**src/rtl/ccd_pixel_capture_if.sv**
```systemverilog
// rtl/ccd_pixel_capture_if.sv - sensor-side inputs and pixel-stream outputs of ccd_pixel_capture
// Optional iTP_SEL member exists only when CAPTURE_TEST_PATTERN_EN is defined.
interface ccd_pixel_capture_if #(
    parameter int DATA_W = 12
);
    logic [DATA_W-1:0] iDATA;
    logic              iFVAL;
    logic              iLVAL;
    logic              iSTART;
    logic              iEND;
`ifdef CAPTURE_TEST_PATTERN_EN
    logic              iTP_SEL;
`endif
    logic [DATA_W-1:0] oDATA;
    logic              oDVAL;
    logic [15:0]       oX_Cont;
    logic [15:0]       oY_Cont;
    logic [31:0]       oFrame_Cont;
    logic              oBUSY;
    logic              oGEOM_ERR;

    modport master (
`ifdef CAPTURE_TEST_PATTERN_EN
        output iTP_SEL,
`endif
        output iDATA, iFVAL, iLVAL, iSTART, iEND,
        input  oDATA, oDVAL, oX_Cont, oY_Cont, oFrame_Cont, oBUSY, oGEOM_ERR
    );

    modport slave (
`ifdef CAPTURE_TEST_PATTERN_EN
        input  iTP_SEL,
`endif
        input  iDATA, iFVAL, iLVAL, iSTART, iEND,
        output oDATA, oDVAL, oX_Cont, oY_Cont, oFrame_Cont, oBUSY, oGEOM_ERR
    );
endinterface

```
**src/rtl/ccd_pixel_capture.sv**
```systemverilog
// rtl/ccd_pixel_capture.sv - CCD sensor timing to pixel stream with frame-aligned start/stop
// Define CAPTURE_TEST_PATTERN_EN to add the iTP_SEL (X+Y) test-pattern source.
module ccd_pixel_capture #(
    parameter int DATA_W  = 12,
    parameter int COL_MAX = 1280,
    parameter int ROW_MAX = 960
) (
    input  logic                 iCLK,
    input  logic                 iRST,
    ccd_pixel_capture_if.slave   bus
);
    typedef enum logic [1:0] {
        IDLE     = 2'd0,
        WAIT_SOF = 2'd1,
        CAPTURE  = 2'd2
    } state_t;

    localparam logic [15:0] C_COL_MAX = 16'(COL_MAX);
    localparam logic [15:0] C_ROW_MAX = 16'(ROW_MAX);

    state_t            r_state;
    state_t            w_state_nxt;
    logic              r_stop_req;
    logic              w_stop_nxt;
    logic              r_busy;

    logic [DATA_W-1:0] r_data1;
    logic              r_fval1;
    logic              r_lval1;
    logic              r_fval2;
    logic              r_lval2;

    logic [15:0]       r_x;
    logic [15:0]       r_y;
    logic              r_line_acc;

    logic [DATA_W-1:0] r_odata;
    logic              r_odval;
    logic [15:0]       r_ox;
    logic [15:0]       r_oy;
    logic [31:0]       r_frame_cnt;
    logic              r_geom_err;

    logic              w_fval_rise;
    logic              w_fval_fall;
    logic              w_lval_fall;
    logic              w_in_capture;
    logic              w_pix_active;
    logic              w_in_range;
    logic              w_pix_ok;
    logic              w_pix_drop;
    logic              w_start_acc;
    logic              w_frame_end;
    logic [DATA_W-1:0] w_pix_data;

    // Edges are taken between the stage-1 copy and its one-cycle-older value.
    assign w_fval_rise  = r_fval1 & ~r_fval2;
    assign w_fval_fall  = ~r_fval1 & r_fval2;
    assign w_lval_fall  = ~r_lval1 & r_lval2;

    assign w_in_capture = (r_state == CAPTURE);
    assign w_pix_active = r_fval1 & r_lval1 & w_in_capture;
    assign w_in_range   = (r_x < C_COL_MAX) && (r_y < C_ROW_MAX);
    assign w_pix_ok     = w_pix_active & w_in_range;
    assign w_pix_drop   = w_pix_active & ~w_in_range;
    assign w_start_acc  = (r_state == IDLE) & bus.iSTART & ~bus.iEND;
    assign w_frame_end  = w_in_capture & w_fval_fall;

`ifdef CAPTURE_TEST_PATTERN_EN
    logic        r_tp_sel;
    logic [15:0] w_xy_sum;

    assign w_xy_sum   = r_x + r_y;
    assign w_pix_data = r_tp_sel ? DATA_W'(w_xy_sum) : r_data1;

    // Latched only at start of frame so one frame never mixes sources.
    always_ff @(posedge iCLK or posedge iRST) begin
        if (iRST) begin
            r_tp_sel <= 1'b0;
        end else if (w_fval_rise) begin
            r_tp_sel <= bus.iTP_SEL;
        end
    end
`else
    assign w_pix_data = r_data1;
`endif

    always_ff @(posedge iCLK or posedge iRST) begin
        if (iRST) begin
            r_data1 <= '0;
            r_fval1 <= 1'b0;
            r_lval1 <= 1'b0;
            r_fval2 <= 1'b0;
            r_lval2 <= 1'b0;
        end else begin
            r_data1 <= bus.iDATA;
            r_fval1 <= bus.iFVAL;
            r_lval1 <= bus.iLVAL;
            r_fval2 <= r_fval1;
            r_lval2 <= r_lval1;
        end
    end

    always_comb begin
        w_state_nxt = r_state;
        w_stop_nxt  = r_stop_req;
        case (r_state)
            IDLE: begin
                if (w_start_acc) begin
                    w_state_nxt = WAIT_SOF;
                end
            end
            WAIT_SOF: begin
                if (bus.iEND) begin
                    w_state_nxt = IDLE;
                end else if (w_fval_rise) begin
                    w_state_nxt = CAPTURE;
                end
            end
            CAPTURE: begin
                if (w_fval_fall) begin
                    w_state_nxt = (r_stop_req | bus.iEND) ? IDLE : WAIT_SOF;
                    w_stop_nxt  = 1'b0;
                end else if (bus.iEND) begin
                    w_stop_nxt  = 1'b1;
                end
            end
            default: begin
                w_state_nxt = IDLE;
                w_stop_nxt  = 1'b0;
            end
        endcase
    end

    always_ff @(posedge iCLK or posedge iRST) begin
        if (iRST) begin
            r_state    <= IDLE;
            r_stop_req <= 1'b0;
            r_busy     <= 1'b0;
        end else begin
            r_state    <= w_state_nxt;
            r_stop_req <= w_stop_nxt;
            r_busy     <= (w_state_nxt != IDLE);
        end
    end

    // Position counters sit at zero outside CAPTURE, so a new frame starts at (0,0).
    always_ff @(posedge iCLK or posedge iRST) begin
        if (iRST) begin
            r_x        <= '0;
            r_y        <= '0;
            r_line_acc <= 1'b0;
        end else if (!w_in_capture || w_fval_fall) begin
            r_x        <= '0;
            r_y        <= '0;
            r_line_acc <= 1'b0;
        end else if (w_lval_fall) begin
            r_x        <= '0;
            r_line_acc <= 1'b0;
            if (r_line_acc && (r_y < C_ROW_MAX)) begin
                r_y <= r_y + 16'd1;
            end
        end else if (w_pix_ok) begin
            r_x        <= r_x + 16'd1;
            r_line_acc <= 1'b1;
        end
    end

    always_ff @(posedge iCLK or posedge iRST) begin
        if (iRST) begin
            r_odata <= '0;
            r_odval <= 1'b0;
            r_ox    <= '0;
            r_oy    <= '0;
        end else begin
            r_odval <= w_pix_ok;
            if (w_pix_ok) begin
                r_odata <= w_pix_data;
                r_ox    <= r_x;
                r_oy    <= r_y;
            end
        end
    end

    always_ff @(posedge iCLK or posedge iRST) begin
        if (iRST) begin
            r_frame_cnt <= '0;
            r_geom_err  <= 1'b0;
        end else begin
            if (w_frame_end) begin
                r_frame_cnt <= r_frame_cnt + 32'd1;
            end
            if (w_start_acc) begin
                r_geom_err <= 1'b0;
            end else if (w_pix_drop) begin
                r_geom_err <= 1'b1;
            end
        end
    end

    assign bus.oDATA       = r_odata;
    assign bus.oDVAL       = r_odval;
    assign bus.oX_Cont     = r_ox;
    assign bus.oY_Cont     = r_oy;
    assign bus.oFrame_Cont = r_frame_cnt;
    assign bus.oBUSY       = r_busy;
    assign bus.oGEOM_ERR   = r_geom_err;
endmodule
```
**src/flat_wrapper.sv**
```systemverilog
// flat-port wrapper written by rule: the top's interface ports become plain ports
module ccd_pixel_capture_flat 
#(
    parameter int DATA_W  = 12,
    parameter int COL_MAX = 1280,
    parameter int ROW_MAX = 960
)
  (iCLK, iRST, bus_iDATA, bus_iFVAL, bus_iLVAL, bus_iSTART, bus_iEND, bus_oDATA, bus_oDVAL, bus_oX_Cont, bus_oY_Cont, bus_oFrame_Cont, bus_oBUSY, bus_oGEOM_ERR);
  ccd_pixel_capture_if #(.DATA_W(DATA_W)) bus_i ();
  input  logic iCLK;
  input  logic iRST;
  input wire logic [$bits(bus_i.iDATA)-1:0] bus_iDATA;
  input wire logic [$bits(bus_i.iFVAL)-1:0] bus_iFVAL;
  input wire logic [$bits(bus_i.iLVAL)-1:0] bus_iLVAL;
  input wire logic [$bits(bus_i.iSTART)-1:0] bus_iSTART;
  input wire logic [$bits(bus_i.iEND)-1:0] bus_iEND;
  output wire logic [$bits(bus_i.oDATA)-1:0] bus_oDATA;
  output wire logic [$bits(bus_i.oDVAL)-1:0] bus_oDVAL;
  output wire logic [$bits(bus_i.oX_Cont)-1:0] bus_oX_Cont;
  output wire logic [$bits(bus_i.oY_Cont)-1:0] bus_oY_Cont;
  output wire logic [$bits(bus_i.oFrame_Cont)-1:0] bus_oFrame_Cont;
  output wire logic [$bits(bus_i.oBUSY)-1:0] bus_oBUSY;
  output wire logic [$bits(bus_i.oGEOM_ERR)-1:0] bus_oGEOM_ERR;
  assign bus_i.iDATA = bus_iDATA;
  assign bus_i.iFVAL = bus_iFVAL;
  assign bus_i.iLVAL = bus_iLVAL;
  assign bus_i.iSTART = bus_iSTART;
  assign bus_i.iEND = bus_iEND;
  assign bus_oDATA = bus_i.oDATA;
  assign bus_oDVAL = bus_i.oDVAL;
  assign bus_oX_Cont = bus_i.oX_Cont;
  assign bus_oY_Cont = bus_i.oY_Cont;
  assign bus_oFrame_Cont = bus_i.oFrame_Cont;
  assign bus_oBUSY = bus_i.oBUSY;
  assign bus_oGEOM_ERR = bus_i.oGEOM_ERR;
  ccd_pixel_capture #(.DATA_W(DATA_W), .COL_MAX(COL_MAX), .ROW_MAX(ROW_MAX)) u_core (.iCLK(iCLK), .iRST(iRST), .bus(bus_i));
endmodule
```
**config.mk**
```make
export PLATFORM = sky130hd
export DESIGN_NAME = ccd_pixel_capture_flat
export DESIGN_NICKNAME = d
export VERILOG_FILES = /design/src/rtl/ccd_pixel_capture_if.sv /design/src/rtl/ccd_pixel_capture.sv /design/src/flat_wrapper.sv
export SDC_FILE = /design/constraint.sdc
export NUM_CORES = 1
export LEC_CHECK = 0
export ABC_AREA = 1
export CAP_MARGIN = 20
export CORE_AREA = 2 2 133 109
export DETAILED_ROUTE_END_ITERATION = 10
export DIE_AREA = 0 0 135 111
export PLACE_DENSITY = 0.68
export SLEW_MARGIN = 0
export SYNTH_ARGS = -nofsm -noshare
export SYNTH_HDL_FRONTEND = slang
export SYNTH_SLANG_ARGS = --single-unit
```
**constraint.sdc**
```tcl
create_clock -name iCLK -period 6.2 [get_ports iCLK]
set_input_delay 1.55 -clock iCLK [delete_from_list [all_inputs] [get_ports iCLK]]
set_output_delay 1.55 -clock iCLK [all_outputs]
set_load 0.01 [all_outputs]
```
==> metrics.md <==
| Metric | Value |
|---|---|
| Finish-stage setup viols | `0` |
| Setup_tns | `0 ns` |
| Worst Path Buf+Inv | `1` |
| Cell Count, Final, Fillers Out | `1005` |
| Resized Gates After CTS | `0` |
| H-tree depth | `4` |
| Yosys warns | `0` |
| CTS tree | `yes` |
| Post-synthesis register bit count | `131` |
| Port buffer count | `96` |
| Max-cap viol count | `0` |
| Reg power frac | `43.0%` |
| Final period util | `48.6%` |
| Largest net degree at the start of global routing | `68` |
| Sw frac | `22.9%` |
| Die area | `15000 sq um` |
| Dpl ws | `3.05 ns` |
| RSZ-0062 raised after global routing | `no` |
| Leak | `3.50 nW` |
| Max-slew headroom at the worst pin | `47.7%` |
| Crit end category | `output pin` |
| Total gr overflow | `0` |
| Metal3 WL | `664 um` |
| Drt wl/cell | `13.4 um` |
| Routability-driven placement congestion ratio | `0.859` |
| Worst setup margin | `3.19 ns` |
| Ant diodes | `0` |
| DRT iter0 DRCs | `384` |
| Critical path arrival | `1.46 ns` |
| Crit-path cells | `clkdlybuf4s50_1` |
| CTS hold repair buffers | `0` |
| Chip Width | `135 um` |
| Area growth from synthesis to layout | `28.7%` |
| Worst Hold Path Cells | `0` |
| HPWL Detailed | `9580 um` |
| # Post-CTS Setup Buffers | `0` |
| Initial core utilization | `43.3%` |
| Post-route clock skew | `0.0115 ns` |
| Post-Syn Area | `6000 sq um` |
| Sequential cell area fraction in the yosys report | `54.7%` |
| Worst IR Drop VDD | `0.000206 V` |
| Pwr/cell area | `281 nW/um^2` |
| Worst path top cell family by delay | `buffers and inverters` |
| Worst r2r path cells | `9` |
| Minimum clock period | `3.01 ns` |
| CTS sink cnt | `131` |
| Met2 routed WL | `6050 um` |
| Commonest non-fill, non-tap cell in the layout | `nand2_1` |
| Fin. Hold Viols | `0` |
| Cells after Synth | `704` |
| Io pins | `97` |
| Drt drc | `0` |
| Met1 Routed Length | `6550 um` |
| Layout net count | `829` |
| Synth cell types | `34` |
| CP startpoint kind | `flip-flop` |
| Row cnt | `39` |
| Drt total wl | `13500 um` |
| Max clock buf depth | `2` |
| Share of layout cells above drive strength 1 | `9.74%` |
| Worst-Margin Slew | `0.785 ns` |
| Clock-pin slew on the worst setup and hold paths | `0.06 ns` |
| Syn avg cell area | `8.52 sq um` |
| Crit Path Class | `flip-flop to output pin` |
| Number of global-route vias before repair | `4537` |
| Logic pwr share | `8.5%` |
| Status | `finished, final reports clean` |
| Clock power frac | `48.6%` |
| Root Buffer | `clkbuf_16` |
| Crit path required time | `4.65 ns` |
| Max layer used | `met4` |
| Chip height | `111 um` |
| Placed cells | `973` |
| Global-route wire length before repair | `22300 um` |
| Post-route ant nets | `0` |
| Core Area | `13900 sq um` |
| Clk_lat worst skew | `0.42 ns` |
| Critical path depth | `1` |
| Cell-internal power | `0.00167 W` |
| Hold WC Path Type | `flip-flop to flip-flop` |
| Syn_nets | `725` |
| Max Fclk | `332 MHz` |
| CTS buffer count | `17` |
| GRT Total Usage | `19.0%` |
| Initial antenna violation count | `0` |
| Most frequent cells in the layout | `nand2_1, dfrtp_1, clkdlybuf4s50_1` |
| Via-to-Cell Ratio | `4.81` |
| DR pass1 iterations | `5` |
| CP max stage delay | `0.59 ns` |
| Via count of the routed design | `4830` |
| Worst-path fanout max | `6` |
| Fill cells | `1225` |
| Critical path's slowest cell | `clkdlybuf4s50_1` |
| P_sw | `0.000498 W` |
| Final Max Tran Viols | `0` |
cell families after synthesis:
group / count (synthesis) / share of synthesized area (%)
AOI/OAI and AO/OA: 44 / 4.40
adders and majority gates: 3 / 0.626
and+or+nand+nor: 408 / 29.8
DFF: 131 / 54.7
xor gates and xnor gates: 22 / 3.34
buffers and inverters: 96 / 7.16
cells in the mapped netlist, drive strengths merged:
| cell type | count | area [sq um] |
|---|---|---|
| o211ai | 1 | 7.51 |
| nand3b | 9 | 67.6 |
| ha | 3 | 37.5 |
| nor3 | 10 | 76.3 |
| xnor2 | 7 | 61.3 |
| xor2 | 15 | 139 |
| nor4 | 1 | 6.26 |
| o31ai | 1 | 7.51 |
| inv | 81 | 304 |
| clkinv | 1 | 3.75 |
| or2 | 1 | 6.26 |
| nor2 | 91 | 404 |
| nand4 | 9 | 56.3 |
| a21oi | 5 | 28.8 |
| dfrtp | 131 | 3280 |
| nand2 | 249 | 950 |
| nand3 | 38 | 220 |
| buf | 13 | 118 |
| o21ai | 36 | 214 |
| a31oi | 1 | 6.26 |
| clkbuf | 1 | 3.75 |
layout make-up:
cell class	instances	area, sq um	area share, %
timing repair buffer	99	983	12.7
clock inverter	14	186	2.42
inverter	82	310	4.02
sequential	131	3280	42.5
clock buffer	18	439	5.69
multi-input combinational	477	2290	29.7
tap	184	230	2.98
per-stage QoR:
step | total power, W | utilization [%] | hold slack [ns] | area (sq um)
floorplan | 0.00103 | - | 0.354 | 6000
global placement | 0.00113 | 51.2 | 0.409 | 7090
detailed placement | 0.00113 | 51.2 | 0.417 | 7090
CTS | 0.00219 | 55.7 | 0.431 | 7720
global route | 0.00225 | 55.7 | 0.436 | 7720
finish | 0.00217 | 55.7 | 0.421 | 7720
power groups by stage:
stage / Clock [W] / Combinational (W) / Sequential, W
2_1_floorplan: 0 / 0.0000694 / 0.000958
3_3_place_gp: 0 / 0.000181 / 0.000946
3_5_place_dp: 0 / 0.000186 / 0.000946
4_1_cts: 0.00107 / 0.000188 / 0.000932
5_1_grt: 0.00111 / 0.000203 / 0.000937
6_report: 0.00105 / 0.000184 / 0.000932
worst paths after layout:
kind	to	slack (ns)	start
worst max-delay path	bus_oFrame_Cont[2]	3.19	u_core.bus.oFrame_Cont[2]$_DFFE_PP0P_
worst min-delay path	u_core.r_lval2$_DFF_PP0_	0.42	u_core.r_lval1$_DFF_PP0_
worst max register to register	u_core.r_x[5]$_DFFE_PP0P_	4.09	u_core.r_y[6]$_DFFE_PP0P_
worst min register to register	u_core.r_lval2$_DFF_PP0_	0.42	u_core.r_lval1$_DFF_PP0_
max in group asynchronous	u_core.bus.oY_Cont[8]$_DFFE_PP0P_	3.59	iRST
min in group asynchronous	u_core.bus.oDVAL$_DFF_PP0_	1.65	iRST
per-layer routing:
layer | up-vias | global-route usage [%]
met5 | - | 0
met4 | 0 | 7.64
met3 | 15 | 4.53
met2 | 130 | 28.0
met1 | 2292 | 27.0
li1 | 2393 | -
sequential cells by signal, indices dropped and copies added, names as in the netlist, 2 cells and up:
| register | cells |
|---|---|
| u_core.r_data1 | 12 |
| u_core.bus.oFrame_Cont | 32 |
| u_core.bus.oX_Cont | 16 |
| u_core.r_y | 16 |
| u_core.bus.oY_Cont | 16 |
| u_core.r_x | 16 |
| u_core.bus.oDATA | 12 |
| u_core.r_state | 2 |
Power figures use the tool's default switching activity.
